### config.mk
export PLATFORM = sky130hd
export DESIGN_NAME = clock_ctrl
export DESIGN_NICKNAME = d
export VERILOG_FILES = /design/src/rtl/clock_defs.sv /design/src/rtl/bcd_time_counter.sv /design/src/rtl/clock_ctrl.sv
export SDC_FILE = /design/constraint.sdc
export NUM_CORES = 1
export LEC_CHECK = 0
export ABC_AREA = 0
export BUFFER_PORTS_ARGS = -buffer_cell sky130_fd_sc_hd__buf_2
export CAP_MARGIN = 30
export CORE_MARGIN = 2
export CORE_UTILIZATION = 35
export DETAILED_ROUTE_END_ITERATION = 8
export GPL_ROUTABILITY_DRIVEN = 0
export SLEW_MARGIN = 10
export SYNTH_ARGS = -nofsm -noshare
export SYNTH_HDL_FRONTEND = slang
export SYNTH_HIERARCHICAL = 1
export SYNTH_SLANG_ARGS = --single-unit
export TNS_END_PERCENT = 10
### constraint.sdc
create_clock -name clk256 -period 4 [get_ports clk256]
set_clock_uncertainty 0.1 [all_clocks]
set_input_delay 0.2 -clock clk256 [delete_from_list [all_inputs] [get_ports clk256]]
set_output_delay 0.2 -clock clk256 [all_outputs]
set_load 0.03 [all_outputs]
### src/rtl/clock_defs.sv
// Shared definitions for the alarm clock controller: key codes, states,
// timeouts, HH:MM limits and BCD helpers.
package clock_defs;

    typedef enum logic [1:0] {
        SHOW_TIME  = 2'd0,
        KEY_ENTRY  = 2'd1,
        SHOW_ALARM = 2'd2
    } state_e;

    localparam logic [3:0] BCD_DIGIT_MAX  = 4'd9;
    localparam logic [3:0] KEY_LOAD_TIME  = 4'hA;
    localparam logic [3:0] KEY_LOAD_ALARM = 4'hB;
    localparam logic [3:0] KEY_SHOW_ALARM = 4'hC;
    localparam logic [3:0] KEY_FAST       = 4'hD;
    localparam logic [3:0] KEY_STOP       = 4'hE;

    localparam logic [3:0] ENTRY_TIMEOUT = 4'd10;
    localparam logic [3:0] ALARM_TIMEOUT = 4'd4;
    localparam logic [3:0] SEC_MAX       = 4'd15;

    localparam logic [7:0] HH_MAX = 8'h23;
    localparam logic [7:0] MM_MAX = 8'h59;

    // Two-digit BCD increment without range wrap; callers handle the limit.
    function automatic logic [7:0] bcd_inc8(input logic [7:0] v);
        if (v[3:0] == BCD_DIGIT_MAX) begin
            return {v[7:4] + 4'd1, 4'd0};
        end
        return {v[7:4], v[3:0] + 4'd1};
    endfunction

    // Unit digits must be real BCD so the numeric limit compare is meaningful.
    function automatic logic hhmm_valid(input logic [15:0] v);
        return (v[11:8] <= BCD_DIGIT_MAX) && (v[3:0] <= BCD_DIGIT_MAX) &&
               (v[15:8] <= HH_MAX) && (v[7:0] <= MM_MAX);
    endfunction

endpackage

### src/rtl/bcd_time_counter.sv
// HH:MM BCD time register with load and minute increment; load wins over
// increment so a freshly loaded time is never advanced in the same cycle.
module bcd_time_counter
    import clock_defs::*;
(
    input  logic        clk256,
    input  logic        reset,
    input  logic        load_en,
    input  logic [15:0] load_val,
    input  logic        inc,
    output logic [15:0] time_next
);

    logic [15:0] time_q;
    logic [15:0] time_d;

    always_comb begin
        time_d = time_q;
        if (load_en) begin
            time_d = load_val;
        end else if (inc) begin
            if (time_q[7:0] == MM_MAX) begin
                time_d[7:0] = 8'h00;
                if (time_q[15:8] == HH_MAX) begin
                    time_d[15:8] = 8'h00;
                end else begin
                    time_d[15:8] = bcd_inc8(time_q[15:8]);
                end
            end else begin
                time_d[7:0] = bcd_inc8(time_q[7:0]);
            end
        end
    end

    always_ff @(posedge clk256 or negedge reset) begin
        if (!reset) begin
            time_q <= 16'h0000;
        end else begin
            time_q <= time_d;
        end
    end

    // The parent registers its display and alarm compare from the next value.
    assign time_next = time_d;

endmodule

### src/rtl/clock_ctrl.sv
// Alarm clock controller: keypad FSM, entry buffer, alarm register, entry and
// alarm-view timeouts, fast-mode toggle and alarm annunciator.
module clock_ctrl
    import clock_defs::*;
(
    input  logic        clk256,
    input  logic        reset,
    input  logic        one_second,
    input  logic        one_minute,
    input  logic        key_valid,
    input  logic [3:0]  key_code,
    input  logic        alarm_enable,
    output logic        fast_mode,
    output logic [15:0] disp_bcd,
    output logic [1:0]  disp_sel,
    output logic        sound_alarm
);

    state_e      state_q, state_d;
    logic [15:0] buf_q, buf_d;
    logic [15:0] alarm_q, alarm_d;
    logic [3:0]  sec_q, sec_d;
    logic        fast_q, fast_d;
    logic        sound_q, sound_d;
    logic [15:0] disp_bcd_q, disp_bcd_d;
    logic [1:0]  disp_sel_q, disp_sel_d;

    logic        time_load;
    logic [15:0] time_next;
    logic        stop_key;
    logic        alarm_hit;

    bcd_time_counter u_time (
        .clk256    (clk256),
        .reset     (reset),
        .load_en   (time_load),
        .load_val  (buf_q),
        .inc       (one_minute),
        .time_next (time_next)
    );

    always_comb begin
        state_d   = state_q;
        buf_d     = buf_q;
        alarm_d   = alarm_q;
        fast_d    = fast_q;
        time_load = 1'b0;
        stop_key  = 1'b0;
        if (key_valid) begin
            if (key_code <= BCD_DIGIT_MAX) begin
                state_d = KEY_ENTRY;
                buf_d   = (state_q == KEY_ENTRY) ? {buf_q[11:0], key_code}
                                                 : {12'h000, key_code};
            end else begin
                case (key_code)
                    KEY_LOAD_TIME: begin
                        if (state_q == KEY_ENTRY) begin
                            state_d   = SHOW_TIME;
                            buf_d     = 16'h0000;
                            time_load = hhmm_valid(buf_q);
                        end
                    end
                    KEY_LOAD_ALARM: begin
                        if (state_q == KEY_ENTRY) begin
                            state_d = SHOW_TIME;
                            buf_d   = 16'h0000;
                            if (hhmm_valid(buf_q)) alarm_d = buf_q;
                        end
                    end
                    KEY_SHOW_ALARM: begin
                        if (state_q == SHOW_TIME)       state_d = SHOW_ALARM;
                        else if (state_q == SHOW_ALARM) state_d = SHOW_TIME;
                    end
                    KEY_FAST: fast_d   = ~fast_q;
                    KEY_STOP: stop_key = 1'b1;
                    default: ;
                endcase
            end
        end else if (state_q == KEY_ENTRY && sec_q >= ENTRY_TIMEOUT) begin
            state_d = SHOW_TIME;
            buf_d   = 16'h0000;
        end else if (state_q == SHOW_ALARM && sec_q >= ALARM_TIMEOUT) begin
            state_d = SHOW_TIME;
        end
    end

    // Inactivity counter: any key or any state change restarts the timeout.
    always_comb begin
        sec_d = sec_q;
        if (key_valid || state_d != state_q) begin
            sec_d = 4'd0;
        end else if (one_second && sec_q != SEC_MAX) begin
            sec_d = sec_q + 4'd1;
        end
    end

    // A match on a time update beats the minute clear; STOP and disarm beat all.
    assign alarm_hit = alarm_enable && (time_load || one_minute) && (time_next == alarm_q);

    always_comb begin
        sound_d = sound_q;
        if (stop_key || !alarm_enable) begin
            sound_d = 1'b0;
        end else if (alarm_hit) begin
            sound_d = 1'b1;
        end else if (one_minute) begin
            sound_d = 1'b0;
        end
    end

    always_comb begin
        disp_sel_d = state_d;
        case (state_d)
            KEY_ENTRY:  disp_bcd_d = buf_d;
            SHOW_ALARM: disp_bcd_d = alarm_d;
            default:    disp_bcd_d = time_next;
        endcase
    end

    always_ff @(posedge clk256 or negedge reset) begin
        if (!reset) begin
            state_q    <= SHOW_TIME;
            buf_q      <= 16'h0000;
            alarm_q    <= 16'h0000;
            sec_q      <= 4'd0;
            fast_q     <= 1'b0;
            sound_q    <= 1'b0;
            disp_bcd_q <= 16'h0000;
            disp_sel_q <= 2'd0;
        end else begin
            state_q    <= state_d;
            buf_q      <= buf_d;
            alarm_q    <= alarm_d;
            sec_q      <= sec_d;
            fast_q     <= fast_d;
            sound_q    <= sound_d;
            disp_bcd_q <= disp_bcd_d;
            disp_sel_q <= disp_sel_d;
        end
    end

    assign fast_mode   = fast_q;
    assign sound_alarm = sound_q;
    assign disp_bcd    = disp_bcd_q;
    assign disp_sel    = disp_sel_q;

endmodule
==> flow_summary.toml, run 1 <==
[setup_path]
crit_family = "simple AND/OR/NAND/NOR gates"
cp_data_arrival_time_ps = 3670
path_depth = 13
crit_path_cell_trace = "inv_1, ha_1, or2b_1, nor3_1, and4_1, clkinv_1, o2111a_1, nor3_1, xor2_1, nor4_1, nand4_1, o22ai_1, and3_1"
cp-end-kind = "register"
slowest_delay_ps = 420
crit_required_ps = 4180
crit_path_start = "disp_sel[1]$_DFF_PN0_"
crit_path_end = "sound_alarm$_DFFE_PN0P_"
cpMostUsedCell = "nor3_1"
crit_type = "register to register"
crit_fanout = 10
r2r_start = "disp_sel[1]$_DFF_PN0_"
worst_setup_path_start_kind = "register"
reg2reg_depth = 13
critical_path_buf_inv_count = 2
cp_slowest_cell = "dfrtp_1"
regToRegSetupSlack_ps = 520
r2r_end = "sound_alarm$_DFFE_PN0P_"

[synth]
yosysTopAreaCell = "dfrtp_1"
synth_edf_count = 0
synthFlopType = "dfrtp_1"
yosys_warnings = 6
yosysSeqAreaShare_pct = 40.7
syn-num-nets = 477
yosysTopAreaCellShare_pct = 40.7
synth-seq-cells = 72
async_flop_share_pct = 100
synth_area_leaders = "dfrtp_1 41%, a22o_1 4.9%, ha_1 4.5%"
syn-instance-count = 451
avgSynthCellArea_sq_um = 9.81
netlist_area_sq_um = 4420
ys_types = 71

[final_layout]
antenna_cells = 0
drive_above_1_share_pct = 16.5
fillers = 1227
ff_latch_area_sq_um = 1800
nets = 501
multi_input_area_sq_um = 2310
area_growth_pct = 13.0

[drt]
drt_pre_antenna_iters = 5
routed_via_density = 5.48
ant_nets = 0
wl_per_cell_microns = 18.0
vias = 3572
wl_microns = 11700
drtIter0Drc = 254
drc = 0

[run_status]
status = "finished, final reports clean"

[timing]
finalHoldViolCount = 0
rsz0062_at_grt = "no"
fin_tns_setup_ps = 0
fin_crit_sh_pct = 87.1
fmax_mhz = 287
period_needed_ps = 3480
setup_viol = 0
timing.hold.ws_ps = 14.9
setup_ws_ps = 516
tightest_slew_ps = 617
slew_violations = 0
relSlewSlack_pct = 58.9

[floorplanning]
ios = 30
die_h_microns = 116
initial_core_util_pct = 35.5
core_area_sq_um = 12500
die_x_microns = 116
die_area_sq_um = 13600
num_rows = 41

[cts]
cts_max_path_buffers = 2
cts-root-buf = "clkbuf_16"
cts_setup_buffers = 0
postCtsHoldBufs = 1
cts_buffers = 9
cts.sinks = 72
path_clk_slew_ps = 60
cts_resized = 0
cts_tree = "built"
insertion_delay_ps = 340
ctsHtreeMaxLevel = 3

[grt]
grt_usage_pct = 18.4
grt_pass1_vias = 3458
grt.overflow.total = 0
antenna_found_initial = 0
grt_max_degree = 73
grt_pass1_wl_microns = 18900

[pwr]
p_total_w = 0.00267
powerDensity_nw_per_um2 = 534
p_leak_nw = 2.30
ir_drop_v = 0.000207

[placement]
io_buffers = 29
place_hpwl_microns = 8110
dpl_worst_slack_ps = 570

[hold_path]
hp-class = "input port to register"

[flow_run]
cap_violations = 0
==> per-stage QoR <==
stage,area (sq um),std cells,utilization [%]
finish,5000,652,40.1
global route,5000,652,40.1
CTS,4970,651,39.9
detailed placement,4650,634,37.3
global placement,4650,634,37.3
floorplan,4420,451,-
==> power by group <==
part           internal (W)  switching (W)  leakage, nW
Clock              0.000544       0.000315        0.156
Combinational      0.000304       0.000486         1.20
Sequential         0.000869       0.000152        0.947
==> cells by family after synthesis <==
logic type / count (synthesis) / synth area share (%)
compound gates: 147 / 23.4
simple gates: 134 / 19.1
flops: 72 / 40.7
buf+inv: 57 / 7.15
xor+xnor: 22 / 4.36
fa+ha+maj: 16 / 4.52
mux: 3 / 0.735
==> state kept, by name (all words and copies together) (netlist names) <==
signal / count
alarm_q: 16
buf_q: 16
disp_bcd: 16
u_time/time_q: 16
sec_q: 4
disp_sel: 2
fast_mode: 1
sound_alarm: 1
==> worst reg2reg max path: cells and delay by family (launching register included) <==
| kind | cells | cell delay [ps] |
|---|---|---|
| AND/OR/NAND/NOR | 7 | 1740 |
| AO/OA/AOI/OAI | 2 | 390 |
| buffers and inverters | 2 | 420 |
| XOR/XNOR | 1 | 120 |
| adder cells (fa/ha/maj) | 1 | 250 |
| flip-flops | 1 | 420 |
==> worst min-delay path by stage <==
stage / from / end / slack (ps) / depth (start not counted)
floorplan: reset / alarm_q[0]$_DFF_PN0_ / -200 / 0
detailed placement: reset / disp_bcd[11]$_DFF_PN0_ / 320 / 1
finish: alarm_enable / sound_alarm$_DFFE_PN0P_ / 10 / 2
global route: alarm_enable / sound_alarm$_DFFE_PN0P_ / 40 / 2
global placement: reset / disp_bcd[11]$_DFF_PN0_ / 310 / 1
CTS: alarm_enable / sound_alarm$_DFFE_PN0P_ / 10 / 2
==> layout by cell type, fill, tap and decap left out, drive strengths merged, types with 3 or more instances in the layout <==
master	netlist	final
a31o	6	6
o21ai	31	31
and3	4	4
nand2	20	20
o31ai	4	4
ha	16	16
inv	31	31
dfrtp	72	72
nor2b	17	17
clkinv	1	5
a221o	4	4
buf	7	37
nand3	8	8
nor4	6	6
a311oi	3	3
nor2	22	22
a32oi	3	3
xor2	16	16
or2	12	12
or3	4	4
a22o	28	28
o21a	14	14
xnor2	6	6
a21oi	28	28
nor3	16	16
clkbuf	18	10
a31oi	7	7
nor3b	3	3
and2	4	4
nand2b	3	3
==> Yosys cell counts (all sizes together), types with 8 or more instances <==
| master | count |
|---|---|
| o21a | 14 |
| inv | 31 |
| nand2 | 20 |
| clkbuf | 18 |
| nor3 | 16 |
| a22o | 28 |
| nor2b | 17 |
| ha | 16 |
| or2 | 12 |
| xor2 | 16 |
| a21oi | 28 |
| nand3 | 8 |
| o21ai | 31 |
| dfrtp | 72 |
| nor2 | 22 |
==> area by class of cell <==
type,instances,area share [%]
multi-input combinational,322,46.2
sequential,72,36.0
timing repair buffer,38,4.75
clock buffer,10,4.58
tap,172,4.30
inverter,32,2.40
clock inverter,6,1.68
==> per-layer routing <==
metal  share of wire [%]  vias up  routed length (microns)  GRT usage (%)
li1                    -     1683                        -              -
met1                  46     1777                     5420           25.4
met2                  46       94                     5450           28.4
met3                 5.0       18                      581           4.00
met4                 2.4        0                      279           7.38
met5                   0        -                        0              0
(Power assumes the default switching activity.)
==> inputs of run 2 (changes only) <==
- SYNTH_HIERARCHICAL: 1 -> default
==> run 2 against run 1 <==
Against the previous run:
- register-to-register slack improved by 180 ps
- via count decreased by 14%
- synthesized cell count decreased by 17%
- combinational power shrank 19%
- global-route usage is 1.3 points lower
- first-iteration DRC count down 48%
- sequential power decreased by 4%
- utilization grew 0.17 points
- final cell count fell by 17%
- largest cell class unchanged
==> flow_summary.toml, run 2 <==
[grt]
grt_max_degree = 73
grt_util_met3_pct = 2.93
antenna_found_initial = 0
grt_pass1_vias = 2958
grt_usage_pct = 17.1
busiest_layer = "met2"
use_met1_pct = 24.2
grt_pass1_wl_microns = 15400
met2_usage_pct = 26.5
grt.overflow.total = 0

[setup_path]
cp_data_arrival_time_ps = 3490
crit_required_ps = 4190
cp-end-kind = "register"
slowest_delay_ps = 660
cp_slowest_cell = "or3_1"
worst_setup_path_start_kind = "register"
crit_type = "register to register"
crit_fanout = 16
crit_path_cell_trace = "inv_1, ha_1, nand4b_1, nand3b_2, or3_1, mux2_4, xor2_1, nor4_2, nand4_1, o22ai_2"

[placement]
place_inst = 525
io_buffers = 29
place_hpwl_microns = 6580

[cts]
cts_max_path_buffers = 2
insertion_delay_ps = 360
cts_tree = "built"
cts_buffers = 9
ctsHtreeMaxLevel = 3
cts.sinks = 72
path_clk_slew_ps = 90
cts_setup_buffers = 0
cts-root-buf = "clkbuf_8"

[timing]
fmax_mhz = 303
period_needed_ps = 3300
tightest_slew_ps = 857
timing.hold.ws_ps = 73.2
slew_violations = 0
rsz0062_at_grt = "no"
relSlewSlack_pct = 42.9
finalHoldViolCount = 0
fin_crit_sh_pct = 82.6
fin_tns_setup_ps = 0
setup_viol = 0

[floorplanning]
ios = 30
initial_core_util_pct = 35.6
die_h_microns = 109
num_rows = 38
core_area_sq_um = 10800
die_x_microns = 109
die_area_sq_um = 11800

[final_layout]
multi_input_area_sq_um = 1900
nets = 425
drive_above_1_share_pct = 18.1
utilization_pct = 40.3
fillers = 1042
area_growth_pct = 13.0
antenna_cells = 0
layout.cells.non_filler = 544
layout_common_cells = "72 x dfrtp_1, 31 x o21ai_0, 30 x nand2_1"
layout_commonest_cell = "dfrtp_1"
ff_latch_area_sq_um = 1800

[synth]
synth_top_family_by_area = "compound AO/OA/AOI/OAI gates"
yosysTopAreaCellShare_pct = 46.8
netlist_area_sq_um = 3850
synth_area_leaders = "dfrtp_1 47%, ha_1 5.2%, mux2_2 4.4%"
yosysTopAreaCell = "dfrtp_1"
avgSynthCellArea_sq_um = 10.3
synth_compound_area_share_pct = 19.5
synth_commonest_cells = "72 x dfrtp_1, 31 x o21ai_0, 30 x nand2_1, 23 x nor2_1, 18 x inv_1"
synth_edf_count = 0
synth-simple-area-share_pct = 14.0
synthMuxAreaShare_pct = 6.28
synthFlopType = "dfrtp_1"
synth-seq-cells = 72
yosys_warnings = 0
synth_fa_ha_area_share_pct = 5.20
syn-num-nets = 399
synth-xor-area-share_pct = 4.33
ys_types = 58
syn-instance-count = 373
async_flop_share_pct = 100
yosysMostFrequentCell = "dfrtp_1"
yosysSeqAreaShare_pct = 46.8

[flow_run]
cap_violations = 0

[drt]
wl_microns = 9510
drtIter0Drc = 131
drc = 0
routed_via_density = 5.65
ant_nets = 0
drt_pre_antenna_iters = 7
vias = 3073
wl_per_cell_microns = 17.5

[pwr]
ir_drop_v = 0.000258
powerDensity_nw_per_um2 = 510
p_total_w = 0.00222
p_leak_nw = 2.01

[hold_path]
hp-class = "input port to register"

[run_status]
status = "finished, final reports clean"
run 2: cell count changes after synthesis, moves of 11 or more:
cell / delta
a21oi_1: -17
o21ai_0: +16
o21ai_1: -16
nor2b_1: -15
mux2_2: +14
inv_1: -13
or2_1: -12
o21a_1: -11
run 2: kinds of logic (layout without fill, tap and decap cells):
group,count (synthesis),count (layout)
AO/OA/AOI/OAI,106,106
XOR/XNOR,19,19
adder cells (fa/ha/maj),16,16
buffers and inverters,36,67
flip-flops,72,72
multiplexers,20,20
AND/OR/NAND/NOR,104,104
run 2: cell type report:
| class | count | share of cell area, % |
|---|---|---|
| clock buffer | 11 | 3.25 |
| clock inverter | 5 | 1.30 |
| inverter | 18 | 1.55 |
| multi-input combinational | 265 | 43.6 |
| sequential | 72 | 41.5 |
| tap | 140 | 4.03 |
| timing repair buffer | 33 | 4.78 |
run 2: worst paths after layout:
check | startpoint | endpoint | slack [ps] | cells past startpoint
min in group asynchronous | reset | fast_mode$_DFFE_PN0P_ | 110 | 2
min | key_code[2] | buf_q[3]$_DFF_PN0_ | 70 | 2
min reg2reg | fast_mode$_DFFE_PN0P_ | fast_mode$_DFFE_PN0P_ | 370 | 1
max in group asynchronous | reset | u_time.time_q[15]$_DFF_PN0_ | 3130 | 3
max reg2reg | disp_sel[1]$_DFF_PN0_ | sound_alarm$_DFFE_PN0P_ | 700 | 10
max | disp_sel[1]$_DFF_PN0_ | sound_alarm$_DFFE_PN0P_ | 700 | 10
run 2: critical path: cells and delay by family (launching register included):
family / cells / cell delay (ps)
fa+ha+maj: 1 / 240
flops: 1 / 460
buf+inv: 1 / 120
simple gates: 5 / 1610
compound gates: 1 / 110
mux: 1 / 430
xor+xnor: 1 / 160
run 2: repair_timing:
item	in CTS	in global routing
resized for setup	0	0
hold buffers	1	0
endpoints found under the hold margin	72	0
run 2: metrics by stage:
step                setup WS (ps)  area, sq um
floorplan                    1180         3850
global placement              830         4100
detailed placement            765         4100
CTS                           709         4300
global route                  455         4350
finish                        697         4350
run 2: metal layers:
layer	routed length (microns)	vias up
li1	-	1431
met2	4390	109
met4	173	0
met5	0	-
met1	4480	1516
met3	467	17
run 2: power breakdown:
part	internal [W]	leakage [nW]	total, W	switching, W
registers	0.000847	0.952	0.000975	0.000127
clock network	0.000304	0.0993	0.000599	0.000294
logic	0.000261	0.960	0.000643	0.000383
total	0.00141	2.01	0.00222	0.000804
